## config.mk

```make
export PLATFORM = sky130hd
export DESIGN_NAME = vram_port_arbiter_flat
export DESIGN_NICKNAME = d
export VERILOG_FILES = /design/src/rtl/vram_port_arbiter_if.sv /design/src/rtl/vram_port_arbiter.sv /design/src/flat_wrapper.sv
export SDC_FILE = /design/constraint.sdc
export NUM_CORES = 1
export LEC_CHECK = 0
export ABC_AREA = 1
export CAP_MARGIN = 20
export CORE_UTILIZATION = 42
export DETAILED_ROUTE_END_ITERATION = 6
export GPL_TIMING_DRIVEN = 0
export PLACE_DENSITY = 0.79
export SETUP_SLACK_MARGIN = 0.15
export SLEW_MARGIN = 5
export SYNTH_ARGS = -nofsm -noshare
export SYNTH_HDL_FRONTEND = slang
export SYNTH_SLANG_ARGS = --single-unit
```

## constraint.sdc

```tcl
create_clock -name clk -period 1.95 [get_ports clk]
set_input_delay 0.39 -clock clk [delete_from_list [all_inputs] [get_ports clk]]
set_output_delay 0.39 -clock clk [all_outputs]
set_load 0.01 [all_outputs]
```

## src/rtl/vram_port_arbiter_if.sv

```systemverilog
// Bundle of the CPU port, video fetch port and RAM-side signals around the VRAM arbiter.
// slave = arbiter side; master = requesters plus the RAM macro.
interface vram_port_arbiter_if #(
  parameter int AW = 11,
  parameter int DW = 8
);
  logic          vid_req;
  logic [AW-1:0] vid_addr;
  logic [DW-1:0] vid_data;
  logic          vid_valid;

  logic          cpu_req;
  logic          cpu_we;
  logic [AW-1:0] cpu_addr;
  logic [DW-1:0] cpu_wdata;
  logic [DW-1:0] cpu_rdata;
  logic          cpu_ack;

  logic [AW-1:0] ram_addr;
  logic          ram_we;
  logic [DW-1:0] ram_wdata;
  logic [DW-1:0] ram_rdata;

  logic          cpu_starve;
  logic          vid_overrun;

  modport slave (
    input  vid_req, vid_addr, cpu_req, cpu_we, cpu_addr, cpu_wdata, ram_rdata,
    output vid_data, vid_valid, cpu_rdata, cpu_ack, ram_addr, ram_we, ram_wdata,
           cpu_starve, vid_overrun
  );

  modport master (
    output vid_req, vid_addr, cpu_req, cpu_we, cpu_addr, cpu_wdata, ram_rdata,
    input  vid_data, vid_valid, cpu_rdata, cpu_ack, ram_addr, ram_we, ram_wdata,
           cpu_starve, vid_overrun
  );
endinterface

```

## src/rtl/vram_port_arbiter.sv

```systemverilog
// Single-port VRAM arbiter: video fetch has priority, CPU takes free cycles; fixed 2-edge latency.
// Optional macro VRAM_ARB_FAIR_EN: starved CPU forces a grant and the displaced video read is deferred.
module vram_port_arbiter #(
  parameter int AW           = 11,
  parameter int DW           = 8,
  parameter int CPU_MAX_WAIT = 4
) (
  input logic                clk,
  input logic                rst,
  vram_port_arbiter_if.slave bus
);

  localparam logic [3:0] MAX_WAIT = 4'(CPU_MAX_WAIT);

  typedef enum logic [1:0] {
    GNT_IDLE,
    GNT_VID,
    GNT_PEND,
    GNT_CPU
  } gnt_e;

  typedef struct packed {
    logic vld;
    logic src;  // 1 = CPU, 0 = video
    logic we;
  } tag_t;

  gnt_e          gnt;
  logic          cpu_elig;
  logic          cpu_inflight;
  logic [3:0]    wait_cnt;
  logic [3:0]    wait_cnt_nxt;
  tag_t          iss_tag;
  tag_t          iss_tag_nxt;
  tag_t          ret_tag;
  logic [AW-1:0] iss_addr_nxt;

`ifdef VRAM_ARB_FAIR_EN
  logic          pend_vld;
  logic          pend_vld_nxt;
  logic [AW-1:0] pend_addr;
  logic [AW-1:0] pend_addr_nxt;
  logic          overrun_set;
  logic          force_cpu;
`endif

  // A held cpu_req must not be re-issued while its access is in flight or being acked.
  assign cpu_elig = bus.cpu_req & ~cpu_inflight & ~bus.cpu_ack;

  always_comb begin
    gnt = GNT_IDLE;
`ifdef VRAM_ARB_FAIR_EN
    pend_vld_nxt  = pend_vld;
    pend_addr_nxt = pend_addr;
    overrun_set   = 1'b0;
    force_cpu     = cpu_elig & (wait_cnt == MAX_WAIT) & ~pend_vld;
    if (pend_vld) begin
      gnt          = GNT_PEND;
      pend_vld_nxt = 1'b0;
      overrun_set  = bus.vid_req;
    end else if (force_cpu) begin
      gnt = GNT_CPU;
      if (bus.vid_req) begin
        pend_vld_nxt  = 1'b1;
        pend_addr_nxt = bus.vid_addr;
      end
    end else if (bus.vid_req) begin
      gnt = GNT_VID;
    end else if (cpu_elig) begin
      gnt = GNT_CPU;
    end
`else
    if (bus.vid_req) begin
      gnt = GNT_VID;
    end else if (cpu_elig) begin
      gnt = GNT_CPU;
    end
`endif
  end

  always_comb begin
    iss_tag_nxt  = '0;
    iss_addr_nxt = bus.ram_addr;
    case (gnt)
      GNT_VID: begin
        iss_tag_nxt  = '{vld: 1'b1, src: 1'b0, we: 1'b0};
        iss_addr_nxt = bus.vid_addr;
      end
`ifdef VRAM_ARB_FAIR_EN
      GNT_PEND: begin
        iss_tag_nxt  = '{vld: 1'b1, src: 1'b0, we: 1'b0};
        iss_addr_nxt = pend_addr;
      end
`endif
      GNT_CPU: begin
        iss_tag_nxt  = '{vld: 1'b1, src: 1'b1, we: bus.cpu_we};
        iss_addr_nxt = bus.cpu_addr;
      end
      default: ;
    endcase
  end

  always_comb begin
    wait_cnt_nxt = 4'd0;
    if (cpu_elig && (gnt != GNT_CPU)) begin
      wait_cnt_nxt = (wait_cnt >= MAX_WAIT) ? MAX_WAIT : wait_cnt + 4'd1;
    end
  end

  // Issue stage: RAM control registers and the tag that travels with the access.
  always_ff @(posedge clk or posedge rst) begin
    if (rst) begin
      bus.ram_addr  <= '0;
      bus.ram_we    <= 1'b0;
      bus.ram_wdata <= '0;
      iss_tag       <= '0;
      cpu_inflight  <= 1'b0;
      wait_cnt      <= 4'd0;
    end else begin
      bus.ram_addr <= iss_addr_nxt;
      bus.ram_we   <= iss_tag_nxt.vld & iss_tag_nxt.src & iss_tag_nxt.we;
      if (gnt == GNT_CPU && bus.cpu_we) begin
        bus.ram_wdata <= bus.cpu_wdata;
      end
      iss_tag  <= iss_tag_nxt;
      wait_cnt <= wait_cnt_nxt;
      if (gnt == GNT_CPU) begin
        cpu_inflight <= 1'b1;
      end else if (ret_tag.vld && ret_tag.src) begin
        cpu_inflight <= 1'b0;
      end
    end
  end

  // Return stage: RAM q is valid one edge after the issue registers, captured the edge after.
  always_ff @(posedge clk or posedge rst) begin
    if (rst) begin
      ret_tag       <= '0;
      bus.vid_valid <= 1'b0;
      bus.vid_data  <= '0;
      bus.cpu_ack   <= 1'b0;
      bus.cpu_rdata <= '0;
    end else begin
      ret_tag       <= iss_tag;
      bus.vid_valid <= ret_tag.vld & ~ret_tag.src;
      bus.cpu_ack   <= ret_tag.vld & ret_tag.src;
      if (ret_tag.vld && !ret_tag.src) begin
        bus.vid_data <= bus.ram_rdata;
      end
      if (ret_tag.vld && ret_tag.src && !ret_tag.we) begin
        bus.cpu_rdata <= bus.ram_rdata;
      end
    end
  end

`ifdef VRAM_ARB_FAIR_EN
  always_ff @(posedge clk or posedge rst) begin
    if (rst) begin
      pend_vld        <= 1'b0;
      pend_addr       <= '0;
      bus.vid_overrun <= 1'b0;
    end else begin
      pend_vld  <= pend_vld_nxt;
      pend_addr <= pend_addr_nxt;
      if (overrun_set) begin
        bus.vid_overrun <= 1'b1;
      end
    end
  end

  assign bus.cpu_starve = 1'b0;
`else
  always_ff @(posedge clk or posedge rst) begin
    if (rst) begin
      bus.cpu_starve <= 1'b0;
    end else if (wait_cnt_nxt == MAX_WAIT) begin
      bus.cpu_starve <= 1'b1;
    end
  end

  assign bus.vid_overrun = 1'b0;
`endif

endmodule

```

## src/flat_wrapper.sv

```systemverilog
// flat-port wrapper written by rule: the top's interface ports become plain ports
module vram_port_arbiter_flat 
#(
  parameter int AW           = 11,
  parameter int DW           = 8,
  parameter int CPU_MAX_WAIT = 4
)
  (clk, rst, bus_vid_req, bus_vid_addr, bus_cpu_req, bus_cpu_we, bus_cpu_addr, bus_cpu_wdata, bus_ram_rdata, bus_vid_data, bus_vid_valid, bus_cpu_rdata, bus_cpu_ack, bus_ram_addr, bus_ram_we, bus_ram_wdata, bus_cpu_starve, bus_vid_overrun);
  vram_port_arbiter_if #(.AW(AW), .DW(DW)) bus_i ();
  input logic clk;
  input logic rst;
  input wire logic [$bits(bus_i.vid_req)-1:0] bus_vid_req;
  input wire logic [$bits(bus_i.vid_addr)-1:0] bus_vid_addr;
  input wire logic [$bits(bus_i.cpu_req)-1:0] bus_cpu_req;
  input wire logic [$bits(bus_i.cpu_we)-1:0] bus_cpu_we;
  input wire logic [$bits(bus_i.cpu_addr)-1:0] bus_cpu_addr;
  input wire logic [$bits(bus_i.cpu_wdata)-1:0] bus_cpu_wdata;
  input wire logic [$bits(bus_i.ram_rdata)-1:0] bus_ram_rdata;
  output wire logic [$bits(bus_i.vid_data)-1:0] bus_vid_data;
  output wire logic [$bits(bus_i.vid_valid)-1:0] bus_vid_valid;
  output wire logic [$bits(bus_i.cpu_rdata)-1:0] bus_cpu_rdata;
  output wire logic [$bits(bus_i.cpu_ack)-1:0] bus_cpu_ack;
  output wire logic [$bits(bus_i.ram_addr)-1:0] bus_ram_addr;
  output wire logic [$bits(bus_i.ram_we)-1:0] bus_ram_we;
  output wire logic [$bits(bus_i.ram_wdata)-1:0] bus_ram_wdata;
  output wire logic [$bits(bus_i.cpu_starve)-1:0] bus_cpu_starve;
  output wire logic [$bits(bus_i.vid_overrun)-1:0] bus_vid_overrun;
  assign bus_i.vid_req = bus_vid_req;
  assign bus_i.vid_addr = bus_vid_addr;
  assign bus_i.cpu_req = bus_cpu_req;
  assign bus_i.cpu_we = bus_cpu_we;
  assign bus_i.cpu_addr = bus_cpu_addr;
  assign bus_i.cpu_wdata = bus_cpu_wdata;
  assign bus_i.ram_rdata = bus_ram_rdata;
  assign bus_vid_data = bus_i.vid_data;
  assign bus_vid_valid = bus_i.vid_valid;
  assign bus_cpu_rdata = bus_i.cpu_rdata;
  assign bus_cpu_ack = bus_i.cpu_ack;
  assign bus_ram_addr = bus_i.ram_addr;
  assign bus_ram_we = bus_i.ram_we;
  assign bus_ram_wdata = bus_i.ram_wdata;
  assign bus_cpu_starve = bus_i.cpu_starve;
  assign bus_vid_overrun = bus_i.vid_overrun;
  vram_port_arbiter #(.AW(AW), .DW(DW), .CPU_MAX_WAIT(CPU_MAX_WAIT)) u_core (.clk(clk), .rst(rst), .bus(bus_i));
endmodule
```

---- Word level (Yosys, flattened, before mapping) ----
Index checks and enable logic that the tools add are counted.
operators by class
  magnitude comparators ................... 1
  $add $sub $neg .......................... 1
  reductions and logical operators ........ 9
  bitwise logic cells ..................... 9
  mux-type cells .......................... 8
  eq/ne operators ......................... 4
operators by type and width
  kind                                                                    number
  11-bit case mux with 2 select lines                                     1
  4-bit two-way mux                                                       2
  1-bit bitwise AND                                                       6
  3-bit case mux with 2 select lines                                      1
  1-bit logical AND                                                       5
  4-bit by 1-bit adder with 4-bit output (second input constant)          1
  4-bit by 3-bit equality test with 1-bit output (second input constant)  1
  4-bit by 3-bit >= comparator with 1-bit output (second input constant)  1
  2-bit two-way mux                                                       2
  2-bit nonzero test                                                      2
  1-bit inverter                                                          3
  2-bit by 1-bit equality test with 1-bit output (second input constant)  1
  2-bit equality test (second input constant)                             1
  1-bit zero test                                                         2
  1-bit two-way mux                                                       2
  2-bit inequality test (second input constant)                           1
storage, ports and cells
  flip-flop bits (word level) ............. 50
  output and inout port bits .............. 40
  word-level logic and storage cells ...... 48
  input bits .............................. 43

---- Logic depth before layout (Yosys ltp) ----
Gate-level depths: netlist (run 1).
  word-level depth ........................ 9
  mapped depth ............................ 6
  mapped depth without buffers ............ 5

---- Worst setup path after synthesis (run 1) ----
Ideal clock, no wire load.
  path kind ............................... register to register
  from .................................... register u_core.bus.cpu_ack
  to ...................................... register u_core.bus.ram_addr[2]
  cell stages (with the launch flop) ...... 6
  data required time ...................... 1.826 ns
  clock period less this slack ............ 1.072 ns
  slack ................................... 0.878 ns
  arrival ................................. 0.947 ns
  library setup time ...................... 0.124 ns
  path buffers ............................ 1
  path through ............................ dfrtp_1 > inv_1 > nand3_2 > buf_2 > nand3_1 > nand3_1
on the way
  cells in the longest elaborated chain, start to end .. 6
  elaborated cells on any way between the ends .. 8
  classes of those cells .................. 2 x eq/ne; 3 x mux; 2 x bitwise; 1 x reduce/logical
ends and longest elaborated chain
  item                                                                                          line                        RTL
  start, declared                                                                               vram_port_arbiter_if.sv:29  output vid_data, vid_valid, cpu_rdata, cpu_ack, ram_addr, ram_we, ram_wdata,
  start signal, assigned                                                                        vram_port_arbiter.sv:146    bus.cpu_ack <= ret_tag.vld & ret_tag.src;
  1-bit inverter (*)                                                                            vram_port_arbiter.sv:48     assign cpu_elig = bus.cpu_req & ~cpu_inflight & ~bus.cpu_ack;
  1-bit bitwise AND (*)                                                                         vram_port_arbiter.sv:48
  2-bit two-way mux (*)                                                                         vram_port_arbiter.sv:75     end else if (cpu_elig) begin
  2-bit two-way mux (*)                                                                         vram_port_arbiter.sv:73     if (bus.vid_req) begin
  2-bit equality test / 2-bit by 1-bit equality test with 1-bit output (equally long branches)  vram_port_arbiter.sv:84     case (gnt)
  11-bit case mux with 2 select lines / 2-bit nonzero test (equally long branches)              -
  end signal, assigned                                                                          vram_port_arbiter.sv:120    bus.ram_addr <= iss_addr_nxt;
  end, declared                                                                                 vram_port_arbiter_if.sv:29
Mark *: on every way between the ends. The rest lies on a longest branch, timed or not.
A chain may end at the register's enable or synchronous reset.

---- Final worst setup path (run 1) ----
  from .................................... register u_core.bus.ram_wdata[2]
  to ...................................... output bus_ram_wdata[2]
RTL lines
  item                    line                        RTL
  start, declared         vram_port_arbiter_if.sv:29
  start signal, assigned  vram_port_arbiter.sv:123    bus.ram_wdata <= bus.cpu_wdata;
  end, declared           flat_wrapper.sv:25          output wire logic [$bits(bus_i.ram_wdata)-1:0] bus_ram_wdata;
No word-level cell between the ends.

==> run summary, run 1 <==
The flow ran to the end, but the final reports show violations. The final reports fail on design-rule violations. The number of placed cells counting well taps is 337. Leaving out fill and tap cells, the most frequent cell in the layout is sky130_fd_sc_hd__clkdlybuf4s50_1. The number of detailed-routing iterations run before antenna repair came out at 7. The post-synthesis cell count came out at 203. For this design the ratio of total power to cell area is 646 mW/mm2.

VDD sags by at most 0.369 mV. Counting distinct cell types in the post-synthesis netlist gives 21. Cells with a size suffix above 1 make up 13.7% of the layout. The shortest clock period the worst path allows after layout came out at 1610 ps.

The worst path buffer plus inverter count is 1. The die is 71.4 um tall. The power dissipated by switching net loads came out at 0.452 mW. The classification of the worst-slack hold path is flop to flop. For this design the static power due to leakage is 1.43 nW.

The via count of the first global-routing pass is 1684. The initial utilization of the core area, before any placement, comes to 45.2%. The final-layout worst hold slack is 353 ps. The worst setup path is launched from a flop. Global routing finished with a remaining overflow of 0.

The total internal power is between 1 and 1.5 mW. After floorplanning, the core was sized to cover around 0.0045 mm2. The top-level I/O count came out at 83. The hold buffer count at CTS came out at 0.

The maximum clock frequency is 623 MHz. The required time of the critical path came out at 1560 ps. The count of buffers inserted at the top-level ports came out at 80. The register share of total power came out at a little under three fifths. The count of non-filler cells in the finished layout is ~350. Setup repair after global routing left no endpoint under its margin. The DRC violation count after routing came out at 4. The clock input transition at the sequential cells of the worst setup and hold paths came out at around 80 ps.

The overall fraction of global-route tracks in use came out at 19.0%. The wire length of the first global-routing pass came out at 7470 um. The cell sitting at the root of the clock tree is a sky130_fd_sc_hd__clkbuf_8. The clock insertion delay at the later pin of the skew report came out at 300 ps.

The number of setup buffers added after CTS is 0. The CTS tree is built. On the worst path, the slowest cell contributes a delay of 560 ps. The number of hold violations in the final report is 0. The clock skew after layout came out at between 4 and 5 ps. The signal on the critical path passes through clkdlybuf4s50_1.

The final period utilization is 82.3%. Synthesis inferred 49 register bits. The number of violations of the max-capacitance limit is 0. The floorplan step set the die width to around 70 um.

In this run switching power makes up 23.4% of total power. On the critical path the largest part of the delay comes from buffers and inverters. The area growth from synthesis to final layout is 48.0%.

The detailed-route vias per instance came out at slightly below 5. The number of buffers added by the clock tree synthesis step came out at 5. The total die area came out at just over 0.005 mm2. The portion of the post-synthesis area used by sequential elements is 60.7%.

The count of nets left with antenna violations once routing finished came out at 0. The floorplan has 24 rows. The number of buffers on the longest clock path is 2. The number of antenna violations at the first check in global routing is 0. In this run, the number of DRC markers left after iteration 0 of detailed routing was 98.

The wire length reported by the detailed router came out at roughly 4400 um. The number of pins exceeding their max-slew limit in the final report is 0. The post-synthesis instance area is 0.00202 mm2. After clock tree synthesis, the repair step resized 0 gates.

The worst setup path is of the flop to output pin kind. The estimated wirelength of the detail-placed design came out at 3280 um. The kind of end point of the critical path is an output pin. The layout net count is 336. The data arrival time of the critical path is 1220 ps. For this design, the slowest cell found on the critical path is sky130_fd_sc_hd__clkdlybuf4s50_1. Entering global routing, the biggest net connects 33 pins.

The average footprint of a synthesized cell is 9.95 um2. 0 antenna diodes ended up in the layout. After detailed routing, the average wire length per cell comes to 12.7 um.

The worst-path maximum fanout is 2. The top cell types in the final layout, fill and taps aside, are sky130_fd_sc_hd__clkdlybuf4s50_1, sky130_fd_sc_hd__nand2_1, sky130_fd_sc_hd__dfrtp_1, sky130_fd_sc_hd__nand3_1, sky130_fd_sc_hd__inv_1. The Yosys warning count is 0. Detailed routing inserted a total of 1657 vias.

The TritonCTS sink count came out at 49. The clock power share is around 30%. The utilization after layout came out at between 60% and 70%.

CTS built an H-tree with a depth of 2. The number of endpoints failing setup at the final stage is 0. Combinational logic burns between 10 and 15% of the power. The final weighted congestion of routability-driven global placement is 0.771.
==> registers in the layout (all words and copies together) (netlist names) <==
name,flops
u_core.cpu_inflight,1
u_core.ret_tag,3
u_core.bus.ram_wdata,8
u_core.iss_tag,2
u_core.bus.cpu_rdata,8
u_core.wait_cnt,4
u_core.bus.vid_valid,1
u_core.bus.vid_data,8
u_core.bus.ram_we,1
u_core.bus.cpu_starve,1
u_core.bus.ram_addr,11
u_core.bus.cpu_ack,1
==> synthesized netlist by cell type <==
cell,n,area (um2)
sky130_fd_sc_hd__nor2_1,5,18.8
sky130_fd_sc_hd__buf_2,4,20.0
sky130_fd_sc_hd__buf_4,3,22.5
sky130_fd_sc_hd__buf_6,3,33.8
sky130_fd_sc_hd__dfrtp_1,49,1230
sky130_fd_sc_hd__buf_12,1,20.0
sky130_fd_sc_hd__inv_2,1,3.75
sky130_fd_sc_hd__nand2_1,58,218
sky130_fd_sc_hd__conb_1,1,3.75
sky130_fd_sc_hd__o22ai_1,1,6.26
sky130_fd_sc_hd__nand3_2,1,10.0
sky130_fd_sc_hd__a21oi_1,1,5.00
sky130_fd_sc_hd__ha_1,1,12.5
sky130_fd_sc_hd__nand3_1,32,160
sky130_fd_sc_hd__o21ai_2,16,140
sky130_fd_sc_hd__nand4_2,1,12.5
sky130_fd_sc_hd__inv_1,19,71.3
sky130_fd_sc_hd__nor2_2,1,6.26
sky130_fd_sc_hd__o21ai_0,1,5.00
sky130_fd_sc_hd__nand2_2,2,12.5
sky130_fd_sc_hd__or2_1,2,12.5
==> cell type report <==
class	instances	area (um2)
plain buffers	11	96.3
clock buffers	8	80.1
fillers	355	1480
inverters	20	75.1
multi-input cells	124	627
flip-flops and latches	49	1230
well taps	52	65.1
repair buffers	81	821
==> routing by layer <==
metal | part of all wire, % | global-route usage (%) | up-vias
met5 | 0 | 0 | -
met4 | 1.6 | 7.33 | 0
met3 | 5.8 | 5.34 | 5
met2 | 50 | 32.5 | 48
met1 | 43 | 22.9 | 783
li1 | - | - | 821
==> path summary, 6_finish.rpt <==
| check | cells past startpoint | start | end | slack (ps) |
|---|---|---|---|---|
| setup / recovery | 1 | u_core.bus.ram_wdata[2] | bus_ram_wdata[2] | 340 |
| hold / removal | 0 | u_core.iss_tag[1] | u_core.ret_tag[1] | 350 |
| setup reg to reg | 5 | u_core.bus.cpu_ack | u_core.bus.ram_addr[3] | 760 |
| hold reg to reg | 0 | u_core.iss_tag[1] | u_core.ret_tag[1] | 350 |
| max in group asynchronous | 3 | rst | u_core.ret_tag[1] | 1070 |
| min in group asynchronous | 2 | rst | u_core.bus.vid_data[7] | 390 |
==> power by group through the flow <==
| stage | clock (mW) | sequential (mW) | combinational (mW) |
|---|---|---|---|
| 2_1_floorplan | 0 | 1.11 | 0.0875 |
| 3_3_place_gp | 0 | 1.09 | 0.279 |
| 3_5_place_dp | 0 | 1.09 | 0.289 |
| 4_1_cts | 0.595 | 1.07 | 0.289 |
| 5_1_grt | 0.633 | 1.08 | 0.312 |
| 6_report | 0.573 | 1.07 | 0.285 |
==> kinds of logic after synthesis <==
family | synth area share, %
flip-flops | 60.7
AO/OA/AOI/OAI | 7.74
adder cells (fa/ha/maj) | 0.619
AND/OR/NAND/NOR | 22.3
other | 0.186
buffers and inverters | 8.48
==> through the flow <==
| stage | worst slack, ps | instance area, um2 | setup TNS, ps | total power, mW |
|---|---|---|---|---|
| detailed placement | 267 | 2910 | 0 | 1.38 |
| floorplan | 387 | 2020 | 0 | 1.20 |
| global placement | -538 | 2890 | -26310 | 1.37 |
| finish | 344 | 2990 | 0 | 1.93 |
| CTS | 313 | 2990 | 0 | 1.96 |
| global route | 278 | 2990 | 0 | 2.02 |
No activity file was read; power rests on OpenSTA's default activity.
==> run 2, diff against run 1 <==
--- a/config.mk
+++ b/config.mk
@@ -7,10 +7,10 @@
 export LEC_CHECK = 0
 export ABC_AREA = 1
 export CAP_MARGIN = 20
-export CORE_UTILIZATION = 42
+export CORE_UTILIZATION = 38
 export DETAILED_ROUTE_END_ITERATION = 6
 export GPL_TIMING_DRIVEN = 0
-export PLACE_DENSITY = 0.79
+export PLACE_DENSITY = 0.75
 export SETUP_SLACK_MARGIN = 0.15
 export SLEW_MARGIN = 5
 export SYNTH_ARGS = -nofsm -noshare
==> constraint.sdc (replaced) <==
create_clock -name clk -period 1.45 [get_ports clk]
set_input_delay 0.29 -clock clk [delete_from_list [all_inputs] [get_ports clk]]
set_output_delay 0.29 -clock clk [all_outputs]
set_load 0.01 [all_outputs]
==> run 2 against run 1 <==
  * The flow now finishes without violations
  * Hold slack lost 20 ps
  * Clock power rose by 35%
  * Utilization shrank 7.9 points
  * Total power increased by 33%
  * Combinational power grew 24%
  * Sequential power rose by 35%
  * Die area grew 10%
  * Highest routed layer unchanged
  * Critical endpoint unchanged
  * Clock skew increased by 0.72 ps
  * Via count unchanged
  * Critical path depth unchanged
==> run summary, run 2 (synthesis gave the netlist of run 1 again) <==
The kind of start point of the critical path is a flop. In this run the remaining antenna-violating nets after routing total 0. The root buffer cell chosen for the clock tree is sky130_fd_sc_hd__clkbuf_8. The run finished with clean final reports. The H-tree was split into 2 levels. On the critical path, the stage with the largest delay is an instance of sky130_fd_sc_hd__dfrtp_1. The congestion estimate from routability-driven global placement came to roughly 0.8.

Walking the worst path, the cells encountered are dlygate4sd2_1. The area growth from synthesis to final layout came out at 48.9%. The most flop-heavy register is u_core.bus.ram_addr.

Total power for the finished layout comes to 2.57 mW. The clock power share is 30.1%. The DRC violation count after routing is 0. The power dissipated by switching net loads came out at 0.574 mW. The total die area came out at 0.00561 mm2. The leakage power figure is 1.53 nW. The net count of the finished layout is 338. The detailed-route via count came out at 1657. The per-cell routed wire length is 11.9 um.

The overall fraction of global-route tracks in use came out at 17.3%. The number of hold violations in the final report came to 0. The wire length reported by the detailed router is between 4000 and 5000 um. The iteration-0 DRC count of the detailed router came out at 60. The clock arrives with 4.89 ps of skew.

After clock tree synthesis, the flow added hold-fix buffers numbering 0. The later pin in the worst-skew pair is clocked with a latency of around 290 ps. Hold timing on the final database bottoms out at a slack of 333 ps. Counting along the longest clock path gives a buffer depth of 2.

Setup violations remaining at the end of the flow were counted as 0. VDD sags by at most 0.545 mV. The number of pins exceeding their max-slew limit in the final report came out at 0. The number of violations of the max-capacitance limit came out at 0.

The wire length of the first global-routing pass is 7180 um. The library cell used most frequently in the layout, excluding fill and tap cells, is sky130_fd_sc_hd__nand2_1. The number of buffers added by the clock tree synthesis step is 5. The total global routing overflow is 0.

The first TritonRoute pass finished after 6 iterations. The die outline height came out at 74.9 um. The min-delay analysis places its worst path in the category input pin to async pin. The flip-flop count of the largest register after layout is 11. The data arrival time of the critical path came out at about 1000 ps. 0 antenna diodes ended up in the layout. In the finished design, the share of the clock period the worst path needs comes to 87.5%.

The clock drives 49 sinks. The required time of the critical path came out at around 1200 ps. The via count of the first global-routing pass is between 1.5k and 2k. The largest single stage delay on the critical path is 390 ps. The register share of total power came out at 56.2%. The number of filler instances in the final layout came out at 478.

STA classifies the critical path endpoint as an output pin. The maximum clock frequency came out at 788 MHz. After floorplanning, the core was sized to cover 0.00511 mm2.

The critical path class is flop to output pin. The floorplan die width came out at 74.9 um. The detailed-route vias per instance came out at around 4.6. The largest net degree at the start of global routing is 50. The worst-path maximum fanout is 2.

The shortest clock period the worst path allows after layout came out at 1270 ps. The number of antenna violations at the first check in global routing is 0. The HPWL after detailed placement is 3150 um.

The top cell types in the final layout, fill and taps aside, are sky130_fd_sc_hd__nand2_1, sky130_fd_sc_hd__dfrtp_1, sky130_fd_sc_hd__clkdlybuf4s50_1, sky130_fd_sc_hd__dlygate4sd2_1, sky130_fd_sc_hd__nand3_1. The power density of the placed cells is about 850 mW/mm2. Setup repair after global routing could not meet its margin everywhere.

The internal portion of the total power is 1.99 mW. The cell family with the largest share of critical-path delay is flip-flops. The worst path buffer plus inverter count came out at 1. The relative contribution of combinational cells to total power is 13.7%. The count of standard-cell rows is 26. The count of buffers inserted at the top-level ports is 80.

The area of the multi-input gates is 643 um2. The fraction of layout cells with a size suffix above 1 is 15.0%. The flip-flop and latch area is 0.00123 mm2. The top-level I/O count is 83. The CTS tree is built.

The clock input transition at the sequential cells of the worst setup and hold paths came out at 80 ps. For this configuration, the core starts out at a cell density of between 30% and 40%. The fraction of power spent switching nets is 22.4%.
run 2: worst paths after layout:
check                                     endpoint  slack, ps  cells after the start               startpoint
setup / recovery                  bus_ram_wdata[2]        180                      1  u_core.bus.ram_wdata[2]
hold / removal              u_core.bus.ram_addr[5]        330                      2                      rst
setup reg to reg           u_core.bus.ram_wdata[4]        330                      6       u_core.bus.cpu_ack
hold reg to reg                  u_core.ret_tag[1]        350                      0        u_core.iss_tag[1]
max in group asynchronous  u_core.bus.cpu_rdata[0]        650                      3                      rst
min in group clk           u_core.bus.ram_wdata[3]        340                      3               bus_cpu_we
run 2: area by class of cell:
cell class                 count  area share, %
sequential                    49           40.7
buffer                        11           3.20
multi-input combinational    124           21.4
timing repair buffer          83           26.3
clock buffer                   7           2.87
tap                           70           2.91
inverter                      20           2.62
run 2: power groups by stage:
| stage | combinational [mW] | sequential [mW] | clock [mW] |
|---|---|---|---|
| floorplan | 0.118 | 1.49 | 0 |
| global placement | 0.377 | 1.47 | 0 |
| detailed placement | 0.381 | 1.47 | 0 |
| CTS | 0.348 | 1.44 | 0.798 |
| global route | 0.390 | 1.45 | 0.860 |
| finish | 0.353 | 1.44 | 0.772 |
run 2: through the flow:
step	std cells	area [um2]	setup WS, ps	util (%)	setup TNS (ps)
after floorplan	204	2030	378	-	0
after global placement	354	2920	-84.5	57.1	-4150
after detailed placement	354	2920	-93.7	57.1	-3870
after CTS	361	2950	170	57.8	0
after global routing	364	3010	108	58.9	0
final	364	3010	181	58.9	0
run 2: timing repair:
action | in CTS | in global routing
endpoints found under the hold margin | 0 | 0
cloned | 0 | 0
endpoints found under the setup margin | 39 | 13
gates resized for setup | 39 | 5
setup buffers | 0 | 2
run 2: layer usage:
metal,GRT usage [%],share of wire (%)
met1,20.8,42
met2,30.0,50
met3,3.75,5.8
met4,7.55,1.7
met5,0,0
==> run 3, diff against run 2 <==
--- a/config.mk
+++ b/config.mk
@@ -7,10 +7,11 @@
 export LEC_CHECK = 0
 export ABC_AREA = 1
 export CAP_MARGIN = 20
-export CORE_UTILIZATION = 38
+export CELL_PAD_IN_SITES_DETAIL_PLACEMENT = 1
+export CELL_PAD_IN_SITES_GLOBAL_PLACEMENT = 1
+export CORE_UTILIZATION = 28
 export DETAILED_ROUTE_END_ITERATION = 6
-export GPL_TIMING_DRIVEN = 0
-export PLACE_DENSITY = 0.75
+export PLACE_DENSITY_LB_ADDON = 0.1
 export SETUP_SLACK_MARGIN = 0.15
 export SLEW_MARGIN = 5
 export SYNTH_ARGS = -nofsm -noshare
==> constraint.sdc (replaced) <==
create_clock -name clk -period 1.45 [get_ports clk]
set_input_delay 0.145 -clock clk [delete_from_list [all_inputs] [get_ports clk]]
set_output_delay 0.145 -clock clk [all_outputs]
set_load 0.01 [all_outputs]
==> run 3 against run 2 <==
  * Hold slack worse by 80 ps
  * Global-route usage shrank 3.7 points
  * Largest cell class unchanged
  * Via count fell by 1.2%
  * Critical endpoint is now u_core.bus.cpu_rdata[4]
  * Final cell count increased by 6.3%
  * Critical path type is now flop to flop
  * Largest power group unchanged
  * Routed wire length grew 11%
  * Clock skew fell by 2.1 ps
  * Flip-flop and latch count unchanged
  * Utilization decreased by 15 points
  * Clock-buffer cell count is 2 lower
==> run summary, run 3 (synthesis gave the netlist of run 1 again) <==
Broken down by cell family, the worst path's largest delay share belongs to simple AND/OR/NAND/NOR gates. Once the floorplan was initialized, standard cells occupied 29.4% of the core. Clock latency on the worst-skew pair, taken at its later pin, is about 290 ps. The power density of the placed cells came out at 862 mW/mm2. The CTS tree is built. The overall fraction of global-route tracks in use is 13.6%. For this run, design rule violations remaining after detail routing come to 0. The total overflow left after global routing is 0. The layout net count came out at 334.

The maximum clock frequency came out at between 800 and 900 MHz. After detailed routing, the met3 layer carries between 300 and 400 um of wire. The worst hold path belongs to the class input pin to async pin. The stage delay of the slowest cell on the critical path came out at between 400 and 500 ps. For this design, the slowest cell found on the critical path is sky130_fd_sc_hd__or2_2.

The first global-routing pass estimated 7880 um of wire. After routing, the total negative slack on setup checks comes to 0 ps. The run finished with clean final reports. The floorplan die width came out at 87.0 um. The fraction of layout cells with a size suffix above 1 came out at 14.1%. In this run the critical register-to-register path is launched from u_core.ret_tag[2]. The pre-antenna-repair detailed-routing pass consisted of 4 iterations. After detailed routing, the average wire length per cell comes to 12.4 um. Setup violations remaining at the end of the flow were counted as 0. The clock input transition at the sequential cells of the worst setup and hold paths came out at roughly 90 ps. The number of pins exceeding their max-slew limit in the final report is 0. The routed wire length on met2 came out at 2170 um. STA classifies the critical path startpoint as a flop. The worst setup path is captured at a flop. The library cells used most frequently in the layout, excluding fill and tap cells, are sky130_fd_sc_hd__nand2_1, sky130_fd_sc_hd__dfrtp_1, sky130_fd_sc_hd__clkdlybuf4s50_1, sky130_fd_sc_hd__dlygate4sd2_1, sky130_fd_sc_hd__nand3_1. The required time of the critical path is 1630 ps. The highest layer touched by signal routing is met4. The final period utilization came out at 81.5%. The critical path in this run is classified as flop to flop. In this run the static leakage power is approximately 1.5 nW. The number of cells on the worst reg-to-reg path is 4.

The root buffer cell chosen for the clock tree is sky130_fd_sc_hd__clkbuf_8. The endpoint of the worst register-to-register path is u_core.bus.cpu_rdata[4]. Setup repair after global routing left no endpoint under its margin. The TritonCTS sink count came out at 49.

The count of buffers inserted at the top-level ports came out at between 80 and 90. The detailed-route via count is 1637. The worst-path maximum fanout is 16.

The post-detailed-route count of antenna-violating nets is 0. The setup slack of the worst register-to-register path is 270 ps. The number of violations of the max-capacitance limit came out at 0. More flip-flops sit in one register than any other, and that register is u_core.bus.ram_addr. The data arrival time of the critical path came out at 1360 ps. The estimated wirelength of the detail-placed design came out at 3470 um.

The die outline height is 87.0 um. The most critical setup path has its startpoint at u_core.ret_tag[2]. Wires add up to roughly 4800 um. After detailed routing, the wire length on met1 is 2220 um. After layout, the minimum clock period comes to 1180 ps. The detailed-route vias per instance came out at 4.23. The placeable core region came out at 0.00687 mm2. The floorplan step defined a die boundary enclosing ~0.0076 mm2. Leaving out fill and tap cells, the most frequent cell in the layout is sky130_fd_sc_hd__nand2_1.

The H-tree depth is 2. Buffers added to address setup during post-CTS repair amount to 0. The number of gates on the worst path with buffers counted came out at 4. The number of buffers on the longest clock path is 2. The number of hold violations in the final report came to 0. The via count of the first global-routing pass is 1610. At the end of routability-driven placement, the weighted congestion stood at between 0.6 and 0.7. Cells fill 43.6% of the core in the end. The clock skew after layout came out at around 2.8 ps. The worst path buffer plus inverter count is 0. The iteration-0 DRC count of the detailed router is 20.

The top-level I/O count came out at between 80 and 90. The count of antenna diodes in the layout is 0. Relative to the synthesized area, the layout overhead comes to 48.1%. The largest net degree at the start of global routing came out at 50. The number of antenna violations at the first check in global routing came to 0. The cell that appears most often on the critical path is sky130_fd_sc_hd__nand2_1. Walking the worst path, the cells encountered are nand2_1 -> or2_2 -> nand2_1 -> o21ai_2. The destination of the critical timing path is u_core.bus.cpu_rdata[4]. Counting the buffers created by CTS gives 5. The worst voltage drop across the vdd grid is 0.413 mV. The floorplan has 30 rows. The flip-flop count of the largest register after layout came out at 11.
run 3: power breakdown:
part | switching, mW | internal (mW)
Combinational | 0.158 | 0.193
Sequential | 0.0245 | 1.42
Clock | 0.454 | 0.334
Total | 0.636 | 1.94
run 3: worst min path at each step:
| stage | end | start | slack (ps) |
|---|---|---|---|
| floorplan | u_core.bus.cpu_ack | rst | 180 |
| global route | u_core.bus.cpu_starve | rst | 290 |
| finish | u_core.bus.cpu_starve | rst | 250 |
| CTS | u_core.wait_cnt[1] | rst | 270 |
| global placement | u_core.ret_tag[2] | u_core.iss_tag[2] | 330 |
| detailed placement | u_core.ret_tag[1] | u_core.iss_tag[1] | 340 |
run 3: area by class of cell:
cell class	count	area, um2
multi-input cells	124	627
flip-flops and latches	49	1230
fillers	822	3880
clock buffers	5	68.8
clock inverters	3	17.5
well taps	96	120
inverters	20	78.8
repair buffers	90	855
run 3: metal layers:
metal | vias to the layer above | global-route usage [%]
li1 | 807 | -
met1 | 769 | 18.1
met2 | 56 | 20.8
met3 | 5 | 4.55
met4 | 0 | 4.55
met5 | - | 0
run 3: worst min-delay path, stage by stage:
cell and delay [ps]:
sky130_fd_sc_hd__clkdlybuf4s50_1 440, sky130_fd_sc_hd__clkinvlp_4 100, sky130_fd_sc_hd__buf_12 250
run 3: metrics by stage:
stage / setup slack (ps) / power (mW) / area [um2] / cells / hold WS, ps
2_1_floorplan: 378 / 1.61 / 2030 / 204 / 181
3_3_place_gp: 50.5 / 1.86 / 2960 / 379 / 332
3_5_place_dp: 2.44 / 1.87 / 2960 / 379 / 336
4_1_cts: 254 / 2.65 / 2990 / 387 / 268
5_1_grt: 179 / 2.73 / 2990 / 387 / 286
6_report: 269 / 2.58 / 2990 / 387 / 253
run 3: repair_timing:
action | CTS | global route
endpoints found under the setup margin | 47 | 0
gates resized for setup | 40 | 0
hold buffers | 0 | 0
